`src/rtl/ahb_calc_pkg.sv`:
```
// rtl/ahb_calc_pkg.sv - opcodes, FSM encoding and iteration-count helper for the calc engine
package ahb_calc_pkg;

  localparam logic [2:0] OP_ADD = 3'b000;
  localparam logic [2:0] OP_SUB = 3'b001;
  localparam logic [2:0] OP_MUL = 3'b010;
  localparam logic [2:0] OP_DIV = 3'b011;
  localparam logic [2:0] OP_REM = 3'b100;

  localparam logic [1:0] ST_IDLE = 2'd0;
  localparam logic [1:0] ST_CALC = 2'd1;
  localparam logic [1:0] ST_DONE = 2'd2;

  // Divide-by-zero and illegal opcodes resolve at accept, so they take the short path.
  function automatic int iter_count(input logic [2:0] op, input logic b_zero, input int data_w);
    if (op == OP_MUL) return data_w;
    if ((op == OP_DIV || op == OP_REM) && !b_zero) return data_w;
    return 1;
  endfunction

endpackage

```
`src/rtl/ahb_calc_iter_div.sv`:
```
// rtl/ahb_calc_iter_div.sv - restoring divider, one quotient bit per step, MSB first
module ahb_calc_iter_div #(
  parameter int DATA_W = 16
) (
  input  logic              clk_i,
  input  logic              rst_i,
  input  logic              load_i,
  input  logic              step_i,
  input  logic [DATA_W-1:0] dividend_i,
  input  logic [DATA_W-1:0] divisor_i,
  output logic [DATA_W-1:0] quotient_o,
  output logic [DATA_W-1:0] remainder_o
);

  logic [DATA_W:0]   rem_q;
  logic [DATA_W:0]   rem_d;
  logic [DATA_W-1:0] quo_q;
  logic [DATA_W-1:0] quo_d;
  logic [DATA_W+1:0] shifted;
  logic [DATA_W+1:0] ext_div;
  logic              fits;

  // The dividend shifts out of quo_q MSB-first while quotient bits shift in at the LSB.
  always_comb begin
    shifted = {rem_q, quo_q[DATA_W-1]};
    ext_div = {2'b00, divisor_i};
    fits    = (shifted >= ext_div);
    rem_d   = fits ? (DATA_W+1)'(shifted - ext_div) : shifted[DATA_W:0];
    quo_d   = {quo_q[DATA_W-2:0], fits};
  end

  // Outputs are the post-step values so the caller can capture them on the final step edge.
  assign quotient_o  = quo_d;
  assign remainder_o = rem_d[DATA_W-1:0];

  always_ff @(posedge clk_i) begin
    if (rst_i) begin
      rem_q <= '0;
      quo_q <= '0;
    end else if (load_i) begin
      rem_q <= '0;
      quo_q <= dividend_i;
    end else if (step_i) begin
      rem_q <= rem_d;
      quo_q <= quo_d;
    end
  end

endmodule

```
`src/rtl/ahb_slave_calc_seq.sv`:
```
// rtl/ahb_slave_calc_seq.sv - multi-cycle ADD/SUB/MUL/DIV/REM engine with start/busy/done handshake
module ahb_slave_calc_seq
  import ahb_calc_pkg::*;
#(
  parameter  int DATA_W = 16,
  localparam int RES_W  = 2 * DATA_W
) (
  input  logic              clk_i,
  input  logic              rst_i,
  input  logic              enable_i,
  input  logic              start_i,
  input  logic [2:0]        opcode_i,
  input  logic [DATA_W-1:0] operate_a_i,
  input  logic [DATA_W-1:0] operate_b_i,
  output logic              busy_o,
  output logic              done_o,
  output logic              err_o,
  output logic [RES_W-1:0]  operate_res_o
);

  localparam int CNT_W = $clog2(DATA_W + 1);

  logic [1:0]        state;
  logic [CNT_W-1:0]  cnt;
  logic [2:0]        op_q;
  logic [DATA_W-1:0] a_q;
  logic [DATA_W-1:0] b_q;
  logic [DATA_W-1:0] mplier;
  logic [RES_W-1:0]  mcand;
  logic [RES_W-1:0]  acc;
  logic [RES_W-1:0]  acc_nxt;
  logic [RES_W-1:0]  res_nxt;
  logic              err_nxt;
  logic              accept;
  logic              div_step;
  logic              is_divrem;
  logic              b_zero;
  logic [DATA_W-1:0] quo;
  logic [DATA_W-1:0] rem;

  assign accept    = (state == ST_IDLE) && enable_i && start_i;
  assign is_divrem = (op_q == OP_DIV) || (op_q == OP_REM);
  assign b_zero    = (b_q == '0);
  assign div_step  = (state == ST_CALC) && enable_i && is_divrem;
  assign busy_o    = (state == ST_CALC) || (state == ST_DONE);
  assign done_o    = (state == ST_DONE);

  ahb_calc_iter_div #(.DATA_W(DATA_W)) u_div (
    .clk_i       (clk_i),
    .rst_i       (rst_i),
    .load_i      (accept),
    .step_i      (div_step),
    .dividend_i  (operate_a_i),
    .divisor_i   (b_q),
    .quotient_o  (quo),
    .remainder_o (rem)
  );

  assign acc_nxt = mplier[0] ? (acc + mcand) : acc;

  always_comb begin
    res_nxt = '0;
    err_nxt = 1'b0;
    case (op_q)
      OP_ADD: res_nxt = RES_W'(a_q) + RES_W'(b_q);
      OP_SUB: res_nxt = RES_W'(a_q) - RES_W'(b_q);
      OP_MUL: res_nxt = acc_nxt;
      OP_DIV: begin
        res_nxt = b_zero ? RES_W'({DATA_W{1'b1}}) : RES_W'(quo);
        err_nxt = b_zero;
      end
      OP_REM: begin
        res_nxt = b_zero ? RES_W'(a_q) : RES_W'(rem);
        err_nxt = b_zero;
      end
      default: err_nxt = 1'b1;
    endcase
  end

  always_ff @(posedge clk_i) begin
    if (rst_i) begin
      state         <= ST_IDLE;
      cnt           <= '0;
      op_q          <= '0;
      a_q           <= '0;
      b_q           <= '0;
      mcand         <= '0;
      mplier        <= '0;
      acc           <= '0;
      operate_res_o <= '0;
      err_o         <= 1'b0;
    end else if (!enable_i) begin
      state         <= ST_IDLE;
      cnt           <= '0;
      operate_res_o <= '0;
      err_o         <= 1'b0;
    end else begin
      case (state)
        ST_IDLE: begin
          if (start_i) begin
            state  <= ST_CALC;
            op_q   <= opcode_i;
            a_q    <= operate_a_i;
            b_q    <= operate_b_i;
            cnt    <= CNT_W'(iter_count(opcode_i, operate_b_i == '0, DATA_W));
            mcand  <= RES_W'(operate_a_i);
            mplier <= operate_b_i;
            acc    <= '0;
            err_o  <= 1'b0;
          end
        end
        ST_CALC: begin
          cnt    <= cnt - CNT_W'(1);
          mcand  <= mcand << 1;
          mplier <= mplier >> 1;
          acc    <= acc_nxt;
          // Result and error are published only on the final iteration edge.
          if (cnt == CNT_W'(1)) begin
            state         <= ST_DONE;
            operate_res_o <= res_nxt;
            err_o         <= err_nxt;
          end
        end
        ST_DONE: state <= ST_IDLE;
        default: state <= ST_IDLE;
      endcase
    end
  end

endmodule

```
`config.mk`:
```
export PLATFORM = sky130hd
export DESIGN_NAME = ahb_slave_calc_seq
export DESIGN_NICKNAME = d
export VERILOG_FILES = /design/src/rtl/ahb_calc_pkg.sv /design/src/rtl/ahb_calc_iter_div.sv /design/src/rtl/ahb_slave_calc_seq.sv
export SDC_FILE = /design/constraint.sdc
export NUM_CORES = 1
export LEC_CHECK = 0
export CORE_MARGIN = 4
export CORE_UTILIZATION = 45
export DETAILED_ROUTE_END_ITERATION = 12
export GPL_TIMING_DRIVEN = 0
export HOLD_SLACK_MARGIN = 0.1
export PLACE_DENSITY = 0.67
export SKIP_CTS_REPAIR_TIMING = 1
export SYNTH_ARGS = -nofsm -noshare
export SYNTH_HDL_FRONTEND = slang
export SYNTH_HIERARCHICAL = 1
export SYNTH_SLANG_ARGS = --single-unit
```
`constraint.sdc`:
```
create_clock -name clk_i -period 3.71 [get_ports clk_i]
set_clock_uncertainty 0.1 [all_clocks]
set_input_delay 0.5565 -clock clk_i [delete_from_list [all_inputs] [get_ports clk_i]]
set_output_delay 0.5565 -clock clk_i [all_outputs]
set_load 0.01 [all_outputs]
```
---- Word level (Yosys, flattened, before mapping) ----
Cells that the tools add are included.
cells by class
  $add $sub $neg .......................... 5
  $lt $le $gt $ge ......................... 1
  equal/unequal tests ..................... 12
  muxes and demuxes ....................... 37
  bitwise gates (word level) .............. 1
  reduce and logical (&&, ||, !) cells .... 25
operators by type and width
  cell                   count
  $pmux W32 S5           1
  $pmux W32 S2           2
  $mux W32               3
  $mux W16               5
  $add A32 B32 Y32       1
  $logic_not A16 Y1      2
  $pmux W16 S2           1
  $mux W5                5
  $ge A18 B16 Y1         1
  $add A16 B16 Y17       1
  $mux W17               1
  $sub A16 B16 Y17       1
  $sub A17 B16 Y17       1
  $mux W1                13
  $eq A3 B2 Y1 const B   4
  $pmux W5 S2            1
  $reduce_and A3 Y1      3
  $eq A3 B3 Y1 const B   2
  $reduce_and A2 Y1      3
  $reduce_or A2 Y1       3
  $eq A5 B1 Y1 const B   1
  $logic_and A1 B1 Y1    5
  $sub A5 B1 Y5 const B  1
  $mux W2                2
  14 further kinds       18
word-level totals
  bits in registers ....................... 188
  bits of input ports ..................... 39
  output and inout port bits .............. 35
  logic and storage cells ................. 93

---- Logic depth before layout (Yosys ltp) ----
Gate-level depths: netlist of the first run.
  depth after elaboration ................. 15
  mapped depth ............................ 20
  gate-level depth less buffers ........... 17

---- Hierarchy ----
The synthesis of the first run kept the hierarchy.
modules (own cells, without submodules)
  module              instances  cells an instance  area an instance (µm²)
  ahb_slave_calc_seq  1          1232               9879.5
  ahb_calc_iter_div   1          385                2870.3

---- Worst setup path before layout of the first run ----
No wires, ideal clock.
  kind .................................... register to register
  from .................................... reg b_q[0]
  to ...................................... reg operate_res_o[0]
  arrival time ............................ 2.899 ns
  slack ................................... 0.583 ns
  cell stages (with the launch flop) ...... 19
  buffers on the path ..................... 3
  cells stage by stage .................... dfxtp_1 -> ha_1 -> inv_1 -> fa_1 -> a21oi_1 -> a211oi_1 -> o31ai_1 -> nor2b_4 -> buf_6 -> inv_6 -> buf_4 -> nor2_1 -> a21oi_1 -> buf_4 -> mux2_2 -> a31oi_1 -> o21ai_0 -> a22oi_1 -> nor2_1
between the ends
  word-level cells in the longest chain between the ends .. 4
RTL lines
  item                    line                       source
  start, declared         ahb_slave_calc_seq.sv:27   logic [DATA_W-1:0] b_q;
  start signal, assigned  ahb_slave_calc_seq.sv:104  b_q <= operate_b_i;
  $ge A18 B16 Y1          ahb_calc_iter_div.sv:27    fits = (shifted >= ext_div);
  net u_div.fits          ahb_calc_iter_div.sv:21    logic fits;
  $mux W17                ahb_calc_iter_div.sv:28    rem_d = fits ? (DATA_W+1)'(shifted - ext_div) : shifted[DATA_W:0];
  net u_div.rem_d[0]      ahb_calc_iter_div.sv:16    logic [DATA_W:0] rem_d;
  $mux W16                ahb_slave_calc_seq.sv:73   res_nxt = b_zero ? RES_W'(a_q) : RES_W'(rem);
  $pmux W32 S5            ahb_slave_calc_seq.sv:64   case (op_q)
  end signal, assigned    ahb_slave_calc_seq.sv:120  operate_res_o <= res_nxt;
  end, declared           ahb_slave_calc_seq.sv:18   output logic [RES_W-1:0] operate_res_o
The timed path passes the listed nets, and every way through them passes these cells.
A chain may end at the register's enable or synchronous reset.

---- Worst setup path after layout of the first run ----
  from .................................... reg b_q[6]
  to ...................................... reg operate_res_o[4]
between the ends
  word-level cells in the longest chain between the ends .. 4
RTL lines
  item                line
  $ge A18 B16 Y1      ahb_calc_iter_div.sv:27
  $mux W17            ahb_calc_iter_div.sv:28
  net u_div.rem_d[4]  ahb_calc_iter_div.sv:16
  $mux W16            ahb_slave_calc_seq.sv:73
  $pmux W32 S5        ahb_slave_calc_seq.sv:64
The timed path passes the listed nets, and every way through them passes these cells.

==> qor.csv, run 1 <==
stage;metric;value;unit
floorplan;core area;27900;um^2
floorplan;die height;176;um
logic_synthesis;mapped cell area;12700;um^2
global_route;met3 Track Usage GR;5.25;%
timing;Max transition margin;28.3;%
timing;Fin. Hold Viols;0;
floorplan;Die ar.;31100;um^2
worst_hold_path;Hold Path Sink;operate_res_o[11];
clock_network;CTS Buffer Depth;2;
pwr;Power Dens Cells;352;nW/um^2
layout;filler cell count;2714;
clock_network;H-Tree Depth;4;
logic_synthesis;EDFF count, synth;0;
pwr;leak pwr;5.74;nW
global_route;largest net degree at the start of global routing;18;
logic_synthesis;most frequent cell after synthesis;nor2_1;
global_route;GR peak layer;met2;
logic_synthesis;Synth top area share;29.5;%
clock_network;clock-pin slew on the worst setup and hold paths;0.07;ns
route;Initial DRC Count;1141;
route;WL per Instance;21.7;um
logic_synthesis;Mean Syn Cell Area;7.88;um^2
placed_design;placed cell count;2068;
route;drt total wl;45700;um
clock_network;TritonCTS clock tree;yes;
global_route;GR Layer Usage met1;37.8;%
global_route;GRT Overall Usage;28.8;%
outcome;status;finished, final reports clean;
route;Final ANT Viol Nets;0;
logic_synthesis;top_reg_cell synth;dfxtp_1;
critical_path;Worst R2R Setup Slack;0.09;ns
job;Max-Cap Viols;0;
logic_synthesis;asr flop ratio synth;0;%
critical_path;CP Max Fanout;9;
critical_path;R2R Path End;operate_res_o[4];
timing;Slew Limit Fails;0;
critical_path;CP Launch Type;flip-flop;
floorplan;I/O pin cnt;74;
placed_design;routability cong.;1.05;
route;Initial DRT Pass Iterations;5;
logic_synthesis;Yosys reg bits;188;
layout;Layout Cells excl Fill;2102;
global_route;initial antenna violation count;1;
placed_design;dpl hpwl;36100;um
timing;post-layout min period;3.62;ns
timing;final setup violation count;0;
floorplan;Die Wd;176;um
critical_path;Critical Path AT;3.83;ns
floorplan;row count;61;
clock_network;CTS Root Buffer Type;clkbuf_16;
logic_synthesis;synth warn;6;
critical_path;Crit-path slowest cell;dfxtp_1;
critical_path;required time of the critical path;3.91;ns
logic_synthesis;register area share after synthesis;29.5;%
placed_design;number of I/O port buffers;73;
critical_path;CP Class;reg2reg;
layout;Post-layout nets;1838;
critical_path;max incr delay on CP;0.50;ns
route;drt drc;0;
worst_hold_path;hold path start;operate_res_o[11];
logic_synthesis;count of different cell masters after synthesis;89;
critical_path;reg-to-reg startpoint;b_q[6];
global_route;met2 Usage GRT;46.5;%
layout;Area Growth Syn to Fin;14.5;%
clock_network;Sink Count;188;
logic_synthesis;area leader, netlist;dfxtp_1;
clock_network;total CTS buffers;17;
global_route;first-pass GRT wire length;68600;um
logic_synthesis;Syn Inst Count;1617;
route;Vias/cell;5.99;
timing;Min Hold Slack;0.352;ns
logic_synthesis;Area contributors post-synth;dfxtp_1 30%, ha_1 8.2%, mux2i_1 6.0%;
critical_path;worst-case reg-to-reg path depth;15;
layout;diode count;0;
route;via count;12595;
global_route;GRT overflow;0;
global_route;vias in the first global route;11747;
critical_path;Setup crit end kind;flip-flop;
worst_hold_path;Hold Path Class;reg2reg;
worst_hold_path;Hold Path Stages;2;
timing;fmax;0.276;GHz
pwr;overall power;5.14;mW
pwr;Peak VDD IR;0.281;mV
critical_path;worst-path cell chain;inv_1, ha_1, nand4_1, a211oi_1, o31ai_1, nor2b_4, buf_6, inv_6, mux2_4, buf_4, mux2i_1, o21ai_0, a221oi_1, nand2b_1, a21oi_1;
timing;Worst-Margin Slew;1.07;ns
floorplan;Initial Utilization;45.8;%
logic_synthesis;synth cell count leaders;201 x nor2_1, 188 x dfxtp_1, 150 x nand2_1;
timing;TNS Setup;0;ns
timing;fin crit share;97.7;%
logic_synthesis;Syn Nets;1744;
clock_network;Clock Latency Late Sink;0.46;ns
layout;layout cell share with drive strength beyond 1;7.77;%
cells by family (layout without fill, tap and decap cells):
kind of cell | after synthesis | count (layout) | synth area share [%]
compound gates | 502 | 502 | 26.3
xor+xnor | 48 | 48 | 3.30
fa+ha+maj | 88 | 88 | 8.87
buf+inv | 200 | 307 | 7.13
flops | 188 | 188 | 29.5
mux | 88 | 88 | 7.20
simple gates | 503 | 503 | 17.7
worst max-delay path, delay by kind of cell (launching register included):
family / cells / cell delay, ns
AOI/OAI and AO/OA: 5 / 0.95
adders and majority gates: 1 / 0.41
buffers and inverters: 4 / 0.47
DFF: 1 / 0.50
muxes: 2 / 0.50
and+or+nand+nor: 3 / 0.52
per-stage QoR:
stage	setup WS, ns	utilization, %	instance area (um^2)
3_5_place_dp	-0.289	50.1	14000
6_report	0.0860	52.4	14600
4_1_cts	-0.292	52.1	14500
2_1_floorplan	0.583	-	12700
3_3_place_gp	-0.219	50.1	14000
5_1_grt	-0.0233	52.4	14600
area by class of cell:
cell class                      instances  area [um^2]  share of cell area [%]
Clock inverter                         12          100                   0.686
Timing Repair Buffer                   75          746                    5.11
Inverter                               74          283                    1.94
Tap cell                              378          473                    3.24
Multi-Input combinational cell       1229         8150                    55.8
Clock buffer                           20          447                    3.06
Sequential cell                       188         3770                    25.8
Buffer                                126          629                    4.31
flip-flops by register name, summed over array words and instances (netlist names):
| register | flops |
|---|---|
| state | 2 |
| err_o | 1 |
| cnt | 5 |
| b_q | 16 |
| u_div/quo_q | 16 |
| operate_res_o | 32 |
| mplier | 16 |
| op_q | 3 |
| acc | 32 |
| mcand | 32 |
| u_div/rem_q | 17 |
| a_q | 16 |
cell usage in the layout, fill, tap and decap left out, types with 27 or more instances in the layout:
master	n
a211oi_1	38
a21o_1	30
a21oi_1	147
a22oi_1	48
buf_4	38
clkbuf_1	73
clkdlybuf4s50_1	73
dfxtp_1	182
ha_1	84
inv_1	72
mux2i_1	76
nand2_1	150
nand3_1	27
nor2_1	201
o21ai_0	73
xnor2_1	37
report_power, final:
group / total, mW / internal [mW] / leakage, nW / switching (mW)
Clock: 1.82 / 0.896 / 0.266 / 0.927
Combinational: 1.17 / 0.454 / 3.94 / 0.714
Sequential: 2.14 / 2.08 / 1.53 / 0.0679
Total: 5.14 / 3.43 / 5.74 / 1.71
metal layers:
metal	part of all wire (%)	wire [um]	vias to the layer above
met1	43	19700	6031
met5	0.028	13	-
met3	6.9	3160	102
li1	-	-	5991
met2	45	20700	469
met4	4.7	2130	2
worst max path at each step:
stage / to / from / slack (ns)
after detailed placement: operate_res_o[11] / b_q[8] / -0.29
final: operate_res_o[4] / b_q[6] / 0.09
after CTS: operate_res_o[11] / b_q[8] / -0.29
after global placement: operate_res_o[11] / b_q[8] / -0.22
after floorplan: operate_res_o[0] / b_q[0] / 0.58
after global routing: operate_res_o[0] / u_div/quo_q[15] / -0.02
Note: power is estimated with default switching activity, not from simulation.
==> inputs of run 2 (changes only) <==
- CELL_PAD_IN_SITES_DETAIL_PLACEMENT: default -> 1
- CELL_PAD_IN_SITES_GLOBAL_PLACEMENT: default -> 2
- CORE_UTILIZATION: 45 -> 37
- PLACE_DENSITY: 0.67 -> 0.86
==> run 2 against run 1 <==
Register-to-register slack improved by 0.05 ns. Sequential power barely moved. Non-clock buffer count fell by 1. Critical path type unchanged. Critical endpoint is now operate_res_o[13]. Largest cell class unchanged.
==> qor.csv, run 2 (synthesis gave the netlist of run 1 again) <==
stage;metric;value;unit;change
clock_network;TritonCTS clock tree;yes;;
floorplan;Initial Utilization;37.7;%;-8.0 points
timing;post-layout min period;3.58;ns;-0.0462 ns
route;Initial DRC Count;941;;-18%
critical_path;CP Class;reg2reg;;
global_route;GRT overflow;0;;unchanged
floorplan;Die ar.;37500;um^2;+21%
layout;Layout Cells excl Fill;2171;;+3.3%
route;top sig layer;met4;;
layout;layout cell share with drive strength beyond 1;8.48;%;+0.71 points
route;WL met1;22300;um;+13%
floorplan;core area;33800;um^2;+21%
pwr;switching power;1.75;mW;+2.4%
global_route;GRT Overall Usage;25.3;%;-3.5 points
clock_network;clock-pin slew on the worst setup and hold paths;0.08;ns;about the same
placed_design;placed cell count;2138;;+3.4%
critical_path;worst-path cell chain;inv_1, ha_1, inv_1, fa_2, a21oi_4, a211oi_2, o31ai_1, nor2b_4, buf_8, inv_6, buf_4, nand4_1, nand2_1, buf_4, mux2i_2, o211ai_1, a21oi_1, o21ai_1, a21oi_2, o21ai_0;;
route;Final ANT Viol Nets;0;;unchanged
timing;Fin. Hold Viols;0;;unchanged
placed_design;dpl hpwl;38200;um;+5.8%
pwr;clock power share;37.8;%;+2.3 points
global_route;initial antenna violation count;0;;-1
placed_design;routability cong.;0.933;;-11%
timing;Min Hold Slack;0.375;ns;+0.0226 ns
global_route;vias in the first global route;12841;;+9.3%
critical_path;CP Max Fanout;10;;+1
pwr;combinational power share;22.4;%;-0.3 points
route;drt total wl;48700;um;+6.5%
route;via count;12551;;-0.35%
critical_path;required time of the critical path;3.95;ns;+0.04 ns
worst_hold_path;Hold Path Class;reg2reg;;
clock_network;Clock Latency Late Sink;0.47;ns;about the same
route;WL per Instance;22.4;um;+3.1%
timing;Worst-Margin Slew;1.29;ns;+0.216 ns
route;drt drc;0;;unchanged
global_route;first-pass GRT wire length;74700;um;+8.8%
floorplan;Die Wd;194;um;+9.8%
route;met2 wire len;23500;um;+13%
clock_network;H-Tree Depth;4;;unchanged
critical_path;Critical Path AT;3.82;ns;about the same
global_route;largest net degree at the start of global routing;18;;unchanged
layout;Post-layout nets;1837;;-0.054%
placed_design;number of I/O port buffers;73;;unchanged
critical_path;max incr delay on CP;0.38;ns;-0.12 ns
layout;Area Growth Syn to Fin;16.0;%;
timing;fin crit share;96.4;%;-1.2 points
pwr;leak pwr;5.77;nW;+0.58%
route;met3 WL post-DR;1880;um;-41%
layout;leading cell types in the layout, fill and taps excluded;201 x nor2_1, 178 x dfxtp_1, 150 x nand2_1;;
layout;most common cell after layout, fill and taps aside;nor2_1;;
critical_path;family with the most delay on the worst path;compound AO/OA/AOI/OAI gates;;
critical_path;Crit-path slowest cell;fa_2;;
floorplan;row count;67;;+9.8%
timing;final setup violation count;0;;unchanged
timing;unrepaired setup endpoints after global routing;yes;;
job;Max-Cap Viols;0;;unchanged
pwr;Sw Share;32.5;%;-0.77 points
pwr;Power Dens Cells;364;nW/um^2;+3.5%
timing;Slew Limit Fails;0;;unchanged
clock_network;CTS Buffer Depth;2;;unchanged
critical_path;CP Launch Type;flip-flop;;
layout;Top Registers;acc: 32 flops, mcand: 32 flops, operate_res_o: 32 flops;;
pwr;Peak VDD IR;0.350;mV;+24%
layout;filler cell count;4130;;+52%
clock_network;Sink Count;188;;unchanged
floorplan;die height;194;um;+9.8%
timing;Max transition margin;13.8;%;-15 points
route;Initial DRT Pass Iterations;5;;unchanged
route;Vias/cell;5.78;;-3.5%
critical_path;CP Buf/Inv Count;6;;+2
clock_network;CTS Root Buffer Type;clkbuf_16;;
clock_network;total CTS buffers;17;;unchanged
pwr;internal power;3.63;mW;+6.1%
critical_path;Setup crit end kind;flip-flop;;
outcome;status;finished, final reports clean;;
floorplan;I/O pin cnt;74;;unchanged
timing;fmax;0.280;GHz;+1.3%
pwr;sequential fraction of design power;39.8;%;-1.9 points
[run 2: worst paths after layout]
check | start | to | slack, ns | depth (start not counted)
max reg2reg | u_div/quo_q[15] | operate_res_o[13] | 0.13 | 20
max | u_div/quo_q[15] | operate_res_o[13] | 0.13 | 20
min reg2reg | operate_res_o[13] | operate_res_o[13] | 0.37 | 2
min | operate_res_o[13] | operate_res_o[13] | 0.37 | 2
[run 2: worst register-to-register path, cell delays in order, from the launching register on]
cell	delay, ns
dfxtp_2	0.36
inv_1	0.06
ha_1	0.16
inv_1	0.06
fa_2	0.38
a21oi_4	0.19
a211oi_2	0.11
o31ai_1	0.27
nor2b_4	0.20
buf_8	0.16
inv_6	0.09
buf_4	0.20
nand4_1	0.13
nand2_1	0.09
buf_4	0.14
mux2i_2	0.18
o211ai_1	0.11
a21oi_1	0.14
o21ai_1	0.12
a21oi_2	0.14
o21ai_0	0.08
[run 2: layout make-up]
cell class / count / area [um^2] / area share (%)
clock inverters: 13 / 179 / 1.21
well taps: 448 / 561 / 3.79
diodes: 1 / 2.50 / 0.0169
flip-flops and latches: 188 / 3780 / 25.5
repair buffers: 74 / 738 / 4.99
clock buffers: 18 / 439 / 2.97
inverters: 74 / 283 / 1.91
multi-input cells: 1229 / 8180 / 55.3
plain buffers: 126 / 634 / 4.29
[run 2: power by group through the flow]
stage	Sequential, mW	Combinational (mW)	Clock, mW
6_report	2.14	1.20	2.04
5_1_grt	2.15	1.30	2.14
4_1_cts	2.14	1.16	2.05
3_5_place_dp	2.19	1.15	0
3_3_place_gp	2.19	1.13	0
2_1_floorplan	2.16	0.774	0
[run 2: per-stage QoR]
step	area (um^2)	power [mW]	setup WS, ns	TNS (ns)	util (%)
3_3_place_gp	14000	3.31	-0.241	-2.73	41.6
3_5_place_dp	14000	3.34	-0.324	-4.54	41.6
2_1_floorplan	12700	2.93	0.583	0	-
6_report	14800	5.38	0.132	0	43.8
4_1_cts	14700	5.36	-0.350	-2.45	43.4
5_1_grt	14800	5.59	-0.114	-0.174	43.8
[run 2: routing by layer]
| layer | vias up | global-route usage [%] |
|---|---|---|
| met5 | - | 0 |
| met4 | 0 | 6.48 |
| met3 | 60 | 3.37 |
| met2 | 282 | 43.5 |
| met1 | 6210 | 33.6 |
| li1 | 5999 | - |
==> inputs of run 3 (changes only) <==
- CTS_BUF_LIST: default -> sky130_fd_sc_hd__clkbuf_8
==> run 3 against run 2 <==
Sequential power about the same. Routed wire length down 1.5%. Cell area down 1.4%. Clock power down 23%. Flip-flop and latch count unchanged. Worst hold slack gained 0.0014 ns. Via count fell by 0.11%. Cell count is essentially flat. Clock-buffer cell count is the same. Utilization fell by 0.60 points. Largest cell class unchanged.
==> qor.csv, run 3 (synthesis gave the netlist of run 1 again) <==
stage;metric;value;unit;change
floorplan;Initial Utilization;37.7;%;unchanged
placed_design;dpl hpwl;38200;um;unchanged
layout;layout cell share with drive strength beyond 1;8.42;%;-0.058 points
layout;most common cell after layout, fill and taps aside;nor2_1;;
layout;Top Registers;acc: 32 flops, mcand: 32 flops, operate_res_o: 32 flops;;
clock_network;clock-pin slew on the worst setup and hold paths;0.12;ns;+0.04 ns
placed_design;number of I/O port buffers;73;;unchanged
global_route;largest net degree at the start of global routing;18;;unchanged
clock_network;Clock Latency Late Sink;0.53;ns;+0.06 ns
route;drt total wl;48000;um;-1.5%
global_route;GRT overflow;0;;unchanged
layout;diode count;0;;-1
global_route;initial antenna violation count;0;;unchanged
timing;Slew Limit Fails;0;;unchanged
route;Vias/cell;5.78;;about the same
timing;fin crit share;98.7;%;+2.3 points
global_route;vias in the first global route;12726;;-0.90%
clock_network;CTS Buffer Depth;2;;unchanged
timing;TNS Setup;0;ns;unchanged
global_route;first-pass GRT wire length;73700;um;-1.3%
pwr;Peak VDD IR;0.236;mV;-33%
route;via count;12537;;-0.11%
route;Initial DRT Pass Iterations;5;;unchanged
clock_network;CTS Root Buffer Type;clkbuf_8;;
layout;leading cell types in the layout, fill and taps excluded;201 x nor2_1, 177 x dfxtp_1, 150 x nand2_1;;
placed_design;routability cong.;0.933;;unchanged
critical_path;required time of the critical path;4.00;ns;+0.05 ns
route;Final ANT Viol Nets;0;;unchanged
timing;unrepaired setup endpoints after global routing;yes;;
critical_path;CP Class;reg2reg;;
floorplan;die height;194;um;unchanged
layout;Layout Cells excl Fill;2170;;-0.046%
job;Max-Cap Viols;0;;unchanged
timing;post-layout min period;3.66;ns;+0.0855 ns
pwr;leak pwr;5.68;nW;-1.5%
floorplan;Die Wd;194;um;unchanged
layout;Design Area, Final;14600;um^2;-1.4%
critical_path;CP Max Fanout;9;;-1
timing;fmax;0.273;GHz;-2.3%
placed_design;Placed Area;14000;um^2;unchanged
layout;Area Growth Syn to Fin;14.5;%;
outcome;status;finished, final reports clean;;
timing;final setup violation count;0;;unchanged
clock_network;Sink Count;188;;unchanged
critical_path;CP Launch Type;flip-flop;;
route;WL per Instance;22.1;um;-1.5%
clock_network;total CTS buffers;17;;unchanged
global_route;GRT Overall Usage;24.9;%;-0.42 points
route;drt drc;0;;unchanged
layout;Post-layout nets;1837;;unchanged
timing;Fin. Hold Viols;0;;unchanged
floorplan;core area;33800;um^2;unchanged
placed_design;placed cell count;2138;;unchanged
route;Initial DRC Count;843;;-10%
floorplan;Die ar.;37500;um^2;unchanged
critical_path;Setup crit end kind;flip-flop;;
floorplan;I/O pin cnt;74;;unchanged
critical_path;Critical Path AT;3.96;ns;+0.14 ns
floorplan;row count;67;;unchanged
pwr;Power Dens Cells;337;nW/um^2;-7.4%
worst_hold_path;Hold Path Class;reg2reg;;
timing;Max transition margin;16.0;%;+2.2 points
clock_network;TritonCTS clock tree;yes;;
timing;Worst-Margin Slew;1.25;ns;-0.0334 ns
clock_network;H-Tree Depth;4;;unchanged
[run 3: cell count changes in the layout (fill, tap and decap cells not counted), sizes merged]
cell / before / now
diode: 1 / 0
[run 3: final timing paths]
| check | slack (ns) | startpoint | depth (start not counted) | endpoint |
|---|---|---|---|---|
| worst min register to register | 0.38 | operate_res_o[6] | 2 | operate_res_o[6] |
| worst min-delay path | 0.38 | operate_res_o[6] | 2 | operate_res_o[6] |
| worst max register to register | 0.05 | u_div/quo_q[15] | 16 | operate_res_o[6] |
| worst max-delay path | 0.05 | u_div/quo_q[15] | 16 | operate_res_o[6] |
[run 3: stage by stage]
step                hold WS [ns]  worst slack (ns)  util (%)  power [mW]
detailed placement         0.355            -0.324      41.6        3.34
global route               0.405            -0.110      43.2        5.12
floorplan                  0.350             0.583         -        2.93
CTS                        0.381            -0.357      42.8        4.89
global placement           0.347            -0.241      41.6        3.31
finish                     0.376            0.0468      43.2        4.92
[run 3: layout make-up]
class,count,area [um^2]
fillers,4153,19200
plain buffers,126,634
clock buffers,18,248
repair buffers,74,738
flip-flops and latches,188,3780
clock inverters,13,179
inverters,74,283
well taps,448,561
multi-input cells,1229,8170
[run 3: worst max-delay path, stage by stage, from the launching register on]
cell and delay, ns:
dfxtp_2 0.38, inv_1 0.07, ha_1 0.16, inv_1 0.06, fa_2 0.38, a21oi_4 0.19
a211oi_2 0.11, o31ai_1 0.26, nor2b_4 0.20, buf_8 0.16, inv_6 0.08, mux2_4 0.31
buf_4 0.14, mux2i_1 0.11, o21ai_0 0.09, a221oi_1 0.59, o21ai_0 0.14
[run 3: power breakdown]
part	switching (mW)	internal (mW)	total (mW)	leakage [nW]
logic	0.733	0.461	1.19	3.95
registers	0.0670	2.08	2.14	1.53
clock network	0.878	0.700	1.58	0.207
total	1.68	3.24	4.92	5.68
[run 3: metal layers]
metal | routed length (um) | vias to the layer above | part of all wire (%) | track usage (%)
met1 | 22000 | 6230 | 46 | 33.3
met5 | 0 | - | 0 | 0
met2 | 23100 | 257 | 48 | 42.6
met4 | 1010 | 0 | 2.1 | 6.40
met3 | 1860 | 55 | 3.9 | 3.21
li1 | - | 5995 | - | -
